## src/rtl/title_dma_pkg.sv

```systemverilog
// title_dma_pkg: shared FSM state, CSR offsets and CTRL/STATUS bit positions
package title_dma_pkg;
    typedef enum logic [1:0] {IDLE, RD_REQ, RD_WAIT, WR_REQ} state_e;
    localparam logic [1:0] CSR_SRC  = 2'd0;
    localparam logic [1:0] CSR_DST  = 2'd1;
    localparam logic [1:0] CSR_LEN  = 2'd2;
    localparam logic [1:0] CSR_CTRL = 2'd3;
    localparam int CTRL_GO  = 0;
    localparam int CTRL_IE  = 1;
    localparam int CTRL_CLR = 2;
    localparam int ST_BUSY  = 0;
    localparam int ST_IE    = 1;
    localparam int ST_DONE  = 2;
endpackage

```

## src/rtl/title_dma_if.sv

```systemverilog
// title_dma_if: CSR slave port, memory master port and interrupt of the DMA
interface title_dma_if #(parameter int ADDR_W = 32);
    logic              s_chipselect;
    logic              s_write;
    logic              s_read;
    logic [1:0]        s_address;
    logic [31:0]       s_writedata;
    logic [31:0]       s_readdata;
    logic [ADDR_W-1:0] m_address;
    logic              m_read;
    logic              m_write;
    logic [31:0]       m_writedata;
    logic [31:0]       m_readdata;
    logic              m_readdatavalid;
    logic              m_waitrequest;
    logic              irq;
    modport master (
        input  s_chipselect, s_write, s_read, s_address, s_writedata,
        output s_readdata,
        output m_address, m_read, m_write, m_writedata,
        input  m_readdata, m_readdatavalid, m_waitrequest,
        output irq
    );
    modport slave (
        output s_chipselect, s_write, s_read, s_address, s_writedata,
        input  s_readdata,
        input  m_address, m_read, m_write, m_writedata,
        output m_readdata, m_readdatavalid, m_waitrequest,
        input  irq
    );
endinterface

```

## src/rtl/title_dma.sv

```systemverilog
// title_dma: single-channel word-copy DMA with a 4-register CSR slave and
// a one-command-outstanding memory master.
module title_dma
    import title_dma_pkg::*;
#(
    parameter int ADDR_W = 32,
    parameter int LEN_W  = 16
) (
    input  logic clk,
    input  logic reset_n,
    title_dma_if.master bus
);
    state_e            state_q, state_d;
    logic [ADDR_W-1:0] src_q, src_d, dst_q, dst_d;
    logic [LEN_W-1:0]  len_q, len_d;
    logic [31:0]       data_q, data_d, rdata_q, rdata_d;
    logic              done_q, done_d, ie_q, ie_d;
    logic              wr, rd, idle, ctrl_wr, go;

    assign wr      = bus.s_chipselect & bus.s_write;
    assign rd      = bus.s_chipselect & bus.s_read;
    assign idle    = state_q == IDLE;
    assign ctrl_wr = wr && bus.s_address == CSR_CTRL;
    assign go      = ctrl_wr && bus.s_writedata[CTRL_GO] && idle;

    always_comb begin
        state_d = state_q;
        src_d   = src_q;
        dst_d   = dst_q;
        len_d   = len_q;
        data_d  = data_q;
        done_d  = done_q;
        ie_d    = ie_q;
        rdata_d = rdata_q;
        if (wr && idle && bus.s_address == CSR_SRC) src_d = bus.s_writedata[ADDR_W-1:0];
        if (wr && idle && bus.s_address == CSR_DST) dst_d = bus.s_writedata[ADDR_W-1:0];
        if (wr && idle && bus.s_address == CSR_LEN) len_d = bus.s_writedata[LEN_W-1:0];
        if (ctrl_wr && bus.s_writedata[CTRL_CLR]) done_d = 1'b0;
        // go overrides clear; a zero-length go completes immediately
        if (go) begin
            ie_d    = bus.s_writedata[CTRL_IE];
            done_d  = len_q == '0;
            state_d = len_q == '0 ? IDLE : RD_REQ;
        end
        case (state_q)
            RD_REQ:  if (!bus.m_waitrequest) state_d = RD_WAIT;
            RD_WAIT: if (bus.m_readdatavalid) begin
                data_d  = bus.m_readdata;
                state_d = WR_REQ;
            end
            WR_REQ:  if (!bus.m_waitrequest) begin
                src_d   = src_q + ADDR_W'(4);
                dst_d   = dst_q + ADDR_W'(4);
                len_d   = len_q - LEN_W'(1);
                done_d  = len_q == LEN_W'(1);
                state_d = len_q == LEN_W'(1) ? IDLE : RD_REQ;
            end
            default: ;
        endcase
        if (rd) rdata_d = bus.s_address == CSR_SRC ? 32'(src_q) :
                          bus.s_address == CSR_DST ? 32'(dst_q) :
                          bus.s_address == CSR_LEN ? 32'(len_q) :
                          {29'b0, done_q, ie_q, !idle};
    end

    always_ff @(posedge clk or negedge reset_n) begin
        if (!reset_n) begin
            state_q <= IDLE;
            src_q   <= '0;
            dst_q   <= '0;
            len_q   <= '0;
            data_q  <= '0;
            done_q  <= 1'b0;
            ie_q    <= 1'b0;
            rdata_q <= '0;
        end else begin
            state_q <= state_d;
            src_q   <= src_d;
            dst_q   <= dst_d;
            len_q   <= len_d;
            data_q  <= data_d;
            done_q  <= done_d;
            ie_q    <= ie_d;
            rdata_q <= rdata_d;
        end
    end

    assign bus.s_readdata  = rdata_q;
    assign bus.m_read      = state_q == RD_REQ;
    assign bus.m_write     = state_q == WR_REQ;
    assign bus.m_address   = state_q == WR_REQ ? dst_q : src_q;
    assign bus.m_writedata = data_q;
    assign bus.irq         = done_q & ie_q;
endmodule

```

## src/flat_wrapper.sv

```systemverilog
// flat-port wrapper written by rule: the top's interface ports become plain ports
module title_dma_flat import title_dma_pkg::*;
#(
    parameter int ADDR_W = 32,
    parameter int LEN_W  = 16
)
  (clk, reset_n, bus_s_chipselect, bus_s_write, bus_s_read, bus_s_address, bus_s_writedata, bus_s_readdata, bus_m_address, bus_m_read, bus_m_write, bus_m_writedata, bus_m_readdata, bus_m_readdatavalid, bus_m_waitrequest, bus_irq);
  title_dma_if #(.ADDR_W(ADDR_W)) bus_i ();
  input  logic clk;
  input  logic reset_n;
  input wire logic [$bits(bus_i.s_chipselect)-1:0] bus_s_chipselect;
  input wire logic [$bits(bus_i.s_write)-1:0] bus_s_write;
  input wire logic [$bits(bus_i.s_read)-1:0] bus_s_read;
  input wire logic [$bits(bus_i.s_address)-1:0] bus_s_address;
  input wire logic [$bits(bus_i.s_writedata)-1:0] bus_s_writedata;
  output wire logic [$bits(bus_i.s_readdata)-1:0] bus_s_readdata;
  output wire logic [$bits(bus_i.m_address)-1:0] bus_m_address;
  output wire logic [$bits(bus_i.m_read)-1:0] bus_m_read;
  output wire logic [$bits(bus_i.m_write)-1:0] bus_m_write;
  output wire logic [$bits(bus_i.m_writedata)-1:0] bus_m_writedata;
  input wire logic [$bits(bus_i.m_readdata)-1:0] bus_m_readdata;
  input wire logic [$bits(bus_i.m_readdatavalid)-1:0] bus_m_readdatavalid;
  input wire logic [$bits(bus_i.m_waitrequest)-1:0] bus_m_waitrequest;
  output wire logic [$bits(bus_i.irq)-1:0] bus_irq;
  assign bus_i.s_chipselect = bus_s_chipselect;
  assign bus_i.s_write = bus_s_write;
  assign bus_i.s_read = bus_s_read;
  assign bus_i.s_address = bus_s_address;
  assign bus_i.s_writedata = bus_s_writedata;
  assign bus_s_readdata = bus_i.s_readdata;
  assign bus_m_address = bus_i.m_address;
  assign bus_m_read = bus_i.m_read;
  assign bus_m_write = bus_i.m_write;
  assign bus_m_writedata = bus_i.m_writedata;
  assign bus_i.m_readdata = bus_m_readdata;
  assign bus_i.m_readdatavalid = bus_m_readdatavalid;
  assign bus_i.m_waitrequest = bus_m_waitrequest;
  assign bus_irq = bus_i.irq;
  title_dma #(.ADDR_W(ADDR_W), .LEN_W(LEN_W)) u_core (.clk(clk), .reset_n(reset_n), .bus(bus_i));
endmodule
```

## config.mk

```make
export PLATFORM = sky130hd
export DESIGN_NAME = title_dma_flat
export DESIGN_NICKNAME = d
export VERILOG_FILES = /design/src/rtl/title_dma_pkg.sv /design/src/rtl/title_dma_if.sv /design/src/rtl/title_dma.sv /design/src/flat_wrapper.sv
export SDC_FILE = /design/constraint.sdc
export NUM_CORES = 1
export LEC_CHECK = 0
export BUFFER_PORTS_ARGS = -buffer_cell sky130_fd_sc_hd__buf_2
export CORE_MARGIN = 2
export CORE_UTILIZATION = 28
export DETAILED_ROUTE_END_ITERATION = 8
export SETUP_SLACK_MARGIN = 0.4
export SLEW_MARGIN = 20
export SYNTH_ARGS = -nofsm -noshare
export SYNTH_HDL_FRONTEND = slang
export SYNTH_SLANG_ARGS = --single-unit
```

## constraint.sdc

```tcl
create_clock -name clk -period 2.3 [get_ports clk]
set_input_delay 0.46 -clock clk [delete_from_list [all_inputs] [get_ports clk]]
set_output_delay 0.46 -clock clk [all_outputs]
set_load 0.01 [all_outputs]
```

# Yosys cells after proc, flatten, opt, wreduce, memory -nomap -nowiden
# Cells that the tools add are included.
classes:
  addsub: 3
  n_eq_ne: 7
  n_mux: 24
  n_bitwise: 3
  n_reduce_logical: 13
op_table:
  columns: ["cell", "n"]
  rows:
  - ["$mux 32", 9]
  - ["$add 32x3->32 const B", 2]
  - ["$mux 16", 4]
  - ["$eq 16x1->1 const B", 1]
  - ["$logic_not 16->1", 1]
  - ["$sub 16x1->16 const B", 1]
  - ["$eq 2x2->1 const B", 4]
  - ["$logic_and 1x1->1", 8]
  - ["$mux 2", 4]
  - ["$mux 1", 6]
  - ["$pmux 2 s3", 1]
  - ["$eq 2x1->1 const B", 2]
  - ["$logic_not 2->1", 2]
  - ["$and 1x1->1", 3]
  - ["$reduce_and 2->1", 1]
  - ["$logic_not 1->1", 1]
totals:
  register_bits: 148
  in_bits: 73
  output_inout_bits: 99
  word_cells: 58

# Logic depth before layout (Yosys ltp)
logic_depth:
  ltp_word: 7
  mapped_depth: 8
  mapped_depth_nobuf: 7

# Worst setup path before layout
# No wires, ideal clock.
synth_path:
  path_kind: "register to register"
  from: "register u_core.dst_q[12]"
  to: "register u_core.dst_q[31]"
  setup_ns: 0.087
  t_arrival_ns: 2.035
  required_ns: 2.213
  slack_ns: 0.179
  stages_incl_launch_ff: 9
  n_path_buf: 3
  period_less_slack_ns: 2.121
  path_cell_list: "dfrtp_1 -> buf_4 -> nand4_2 -> or3_1 -> buf_2 -> or3_1 -> buf_2 -> or4_1 -> o211ai_1"
synth_via:
  elab_chain_len: 3
synth_lines:
  columns: ["element", "line_no", "text"]
  rows:
  - ["start, declared", "title_dma.sv:14", "logic [ADDR_W-1:0] src_q, src_d, dst_q, dst_d;"]
  - ["start signal, assigned", "title_dma.sv:79", "dst_q <= dst_d;"]
  - ["$add 32x3->32", "title_dma.sv:53", "dst_d = dst_q + ADDR_W'(4);"]
  - ["$mux 32", "title_dma.sv:51", "WR_REQ: if (!bus.m_waitrequest) begin"]
  - ["$mux 32", "title_dma.sv:45", "case (state_q)"]
  - ["net u_core.dst_d[31]", "title_dma.sv:14", null]
# The timed path passes the listed nets, and every way through them passes these cells.
# A chain may end at the register's enable or synchronous reset.

# Final worst setup path
layout_path:
  from: "register u_core.state_q[0]"
  to: "output port bus_m_address[6]"
layout_via:
  elab_chain_len: 2
layout_lines:
  columns: ["element", "line_no", "text"]
  rows:
  - ["start, declared", "title_dma.sv:13", "state_e state_q, state_d;"]
  - ["start signal, assigned", "title_dma.sv:77", "state_q <= state_d;"]
  - ["$eq 2x2->1", "title_dma.sv:91", "assign bus.m_address = state_q == WR_REQ ? dst_q : src_q;"]
  - ["$mux 32", "title_dma.sv:91", null]
  - ["end, declared", "flat_wrapper.sv:17", "output wire logic [$bits(bus_i.m_address)-1:0] bus_m_address;"]
# Every way passes these cells.

==> flow_summary.json <==
{
  "status": "complete, no violations",
  "synth_top_cell_area_share_pct": 46.3,
  "required_ns": 1.84,
  "fin_nets": 1200,
  "irDropWorstVdd_mv": 0.662,
  "clock-sinks": 148,
  "detail-route-antenna-nets": 0,
  "synthTopCellsByArea": "dfrtp_1 (46%), mux2_2 (8.6%), nand2_1 (5.1%), o21ai_0 (4.0%), nor2_1 (4.0%)",
  "syn_avg_cell_area_um2": 9.30,
  "critical_path_class": "reg2out",
  "ctsHtreeMaxLevel": 4,
  "clkPwrFrac_pct": 20.2,
  "drv_slew": 0,
  "die_y_um": 173,
  "grt_pass1_vias": 8070,
  "cts_root_buffer": "clkbuf_16",
  "swShare_pct": 39.0,
  "initial_core_util_pct": 28.7,
  "crit_arrival_ns": 1.71,
  "clock_latency_ns": 0.43,
  "die_w_um": 173,
  "drv_cap": 0,
  "io_buffer_count": 171,
  "place_congestion": 0.883,
  "yosysTopAreaCell": "dfrtp_1",
  "period_share_pct": 94.6,
  "final_layout_size_suffix_gt1_share_pct": 46.0,
  "utilization_pct": 44.3,
  "core_um2": 27900,
  "min_period_ns": 2.17,
  "layout-area-overhead-vs-synth_pct": 54.7,
  "syn-cell-area_um2": 8010,
  "antenna_found_initial": 1,
  "syn_nets": 939,
  "critPathLaunchType": "flip-flop",
  "p_int_mw": 9.96,
  "whs_path_depth": 2,
  "fp-row-count": 61,
  "yosysUniqueCellTypes": 52,
  "grt.overflow.total": 0,
  "cts_buffers": 17,
  "drtIter0Drc": 853,
  "ios": 172,
  "grt_pass1_wl_um": 47000,
  "worstPathMaxFanout": 5,
  "via_per_inst": 5.50,
  "fin_worst_skew_ns": 0.00936,
  "p_seq_share_pct": 30.1,
  "drc_errors": 0,
  "first_pass_iters": 6,
  "async_reset_ff_share_pct": 100,
  "pwr_density_cell_nw_per_um2": 1320,
  "p_sw_mw": 6.36,
  "grtUsageTotal_pct": 20.1,
  "whs_ns": 0.262,
  "setup_viol": 0,
  "drt_wl_total_um": 32000,
  "tritoncts": "yes",
  "end_kind": "output pin",
  "rsz0062_at_grt": "true",
  "hpwl_um": 19800,
  "relSlewSlack_pct": 66.9,
  "finalHoldViolCount": 0,
  "synth-seq-area-share_pct": 46.3,
  "hold_class": "in2reg",
  "clockBufferDepth": 2,
  "clkSlewWorstSetupHoldPaths_ns": 0.06,
  "synth_edf_count": 0,
  "ys.flop_type": "dfrtp_1",
  "worst_slew_pin_slew_ns": 0.496,
  "ys.warnings.count": 0,
  "fin_tns_setup_ns": 0,
  "pwr-share-comb_pct": 49.6,
  "grt_max_degree": 46,
  "rr_worst_depth": 7,
  "syn-instance-count": 861,
  "ys_seq_elements": 148,
  "die_area_um2": 30000,
  "wl_per_cell_um": 21.2,
  "fmax_ghz": 0.460,
  "vias": 8315,
  "p_leak_nw": 5.51
}
-- repair_timing --
item	CTS	global route
hold endpoints to repair	28	0
hold buffers	1	0
resized for setup	157	105
pin swaps	22	29
buffers inserted	40	12
gates cloned	12	7
setup endpoints to repair	83	113
-- cell families (layout without fill, tap and decap cells) --
kind of cell / after synthesis / in the layout / share of synthesized area, %
other cells: 0 / 1 / 0
mux: 93 / 93 / 12.9
fa+ha+maj: 5 / 5 / 0.781
flops: 148 / 148 / 46.3
compound gates: 227 / 227 / 17.8
xor+xnor: 2 / 2 / 0.219
buf+inv: 74 / 346 / 3.58
simple gates: 312 / 313 / 18.4
-- final timing paths --
| check | startpoint | to | slack, ns |
|---|---|---|---|
| setup / recovery | u_core.state_q[0]$_DFF_PN0_ | bus_m_address[6] | 0.13 |
| setup reg to reg | u_core.state_q[1]$_DFF_PN0_ | u_core.dst_q[31]$_DFF_PN0_ | 0.15 |
| hold reg to reg | u_core.bus.s_readdata[26]$_DFFE_PN0P_ | u_core.bus.s_readdata[26]$_DFFE_PN0P_ | 0.47 |
| max in group asynchronous | reset_n | u_core.dst_q[11]$_DFF_PN0_ | 1.08 |
| min in group asynchronous | reset_n | u_core.bus.m_writedata[20]$_DFFE_PN0P_ | 0.53 |
| hold / removal | bus_m_readdata[15] | u_core.bus.m_writedata[15]$_DFFE_PN0P_ | 0.26 |
-- metal layers --
layer	up-vias	part of all wire [%]	track usage [%]	routed length, um
met5	-	0	0	0
met4	0	4.6	7.73	1460
met3	117	7.4	5.21	2370
met2	444	49	33.3	15600
met1	4043	39	25.0	12600
li1	3711	-	-	-
-- state kept, by name, summed over array words and instances (netlist names) --
name                    cells
u_core.len_q               16
u_core.state_q              2
u_core.src_q               32
u_core.dst_q               32
u_core.ie_q                 1
u_core.bus.m_writedata     32
u_core.bus.s_readdata      32
u_core.done_q               1
-- through the flow --
step	std cells	total power, mW	area [um2]	worst slack (ns)
after floorplan	861	8.04	8070	0.236
after global placement	1409	10.3	9640	0.0873
after detailed placement	1409	10.4	9640	0.0735
after CTS	1493	15.6	11700	0.126
after global routing	1513	17.2	12400	0.0909
final	1513	16.3	12400	0.125
-- critical path, stage by stage (launching register included) --
cell,delay (ns)
dfrtp_2,0.43
nand2_4,0.11
buf_6,0.15
buf_12,0.14
mux2_4,0.32
buf_6,0.13
-- power by group through the flow --
stage	Sequential, mW	Clock (mW)	Combinational (mW)
after floorplan	4.82	0	3.22
after global placement	4.82	0	5.48
after detailed placement	4.88	0	5.54
after CTS	4.82	3.33	7.48
after global routing	5.08	3.44	8.64
final	4.92	3.30	8.10
-- layout by cell type (no fill, tap or decap), types with 8 or more instances in the layout --
cell type    n
nor3_1      17
nor2_1      67
buf_4       83
nand4_1     13
dfrtp_1    141
buf_6       45
mux2_2      37
o21ai_2     11
nor2_4       8
and3_1       8
o22ai_2     19
o21ai_0     45
nand2_1     97
inv_1       13
mux2i_1     30
a311oi_1    15
nand3_1     22
and4_1       9
buf_2      142
nor2_2      10
buf_16      10
mux2_4      24
clkbuf_16   22
buf_12      10
a21oi_1     56
a211oi_1    15
-- cell type report --
class | count | area [um2]
Sequential cell | 148 | 3710
Tap cell | 378 | 473
Clock buffer | 21 | 450
Clock inverter | 10 | 228
Multi-Input combinational cell | 640 | 4920
Timing Repair Buffer | 299 | 2530
Antenna cell | 1 | 2.50
Inverter | 16 | 63.8
Fill cell | 2595 | 15500
-- cell usage after synthesis, types with 13 or more instances --
master,number
dfrtp_1,148
nand2_1,108
nor2_1,85
o21ai_0,64
mux2_2,61
a21oi_1,60
clkbuf_1,44
mux2i_1,30
nand3_1,23
nor3_1,23
o22ai_1,22
a211oi_1,19
a311oi_1,18
inv_1,16
nand4_1,13
Power figures use the tool's default switching activity.
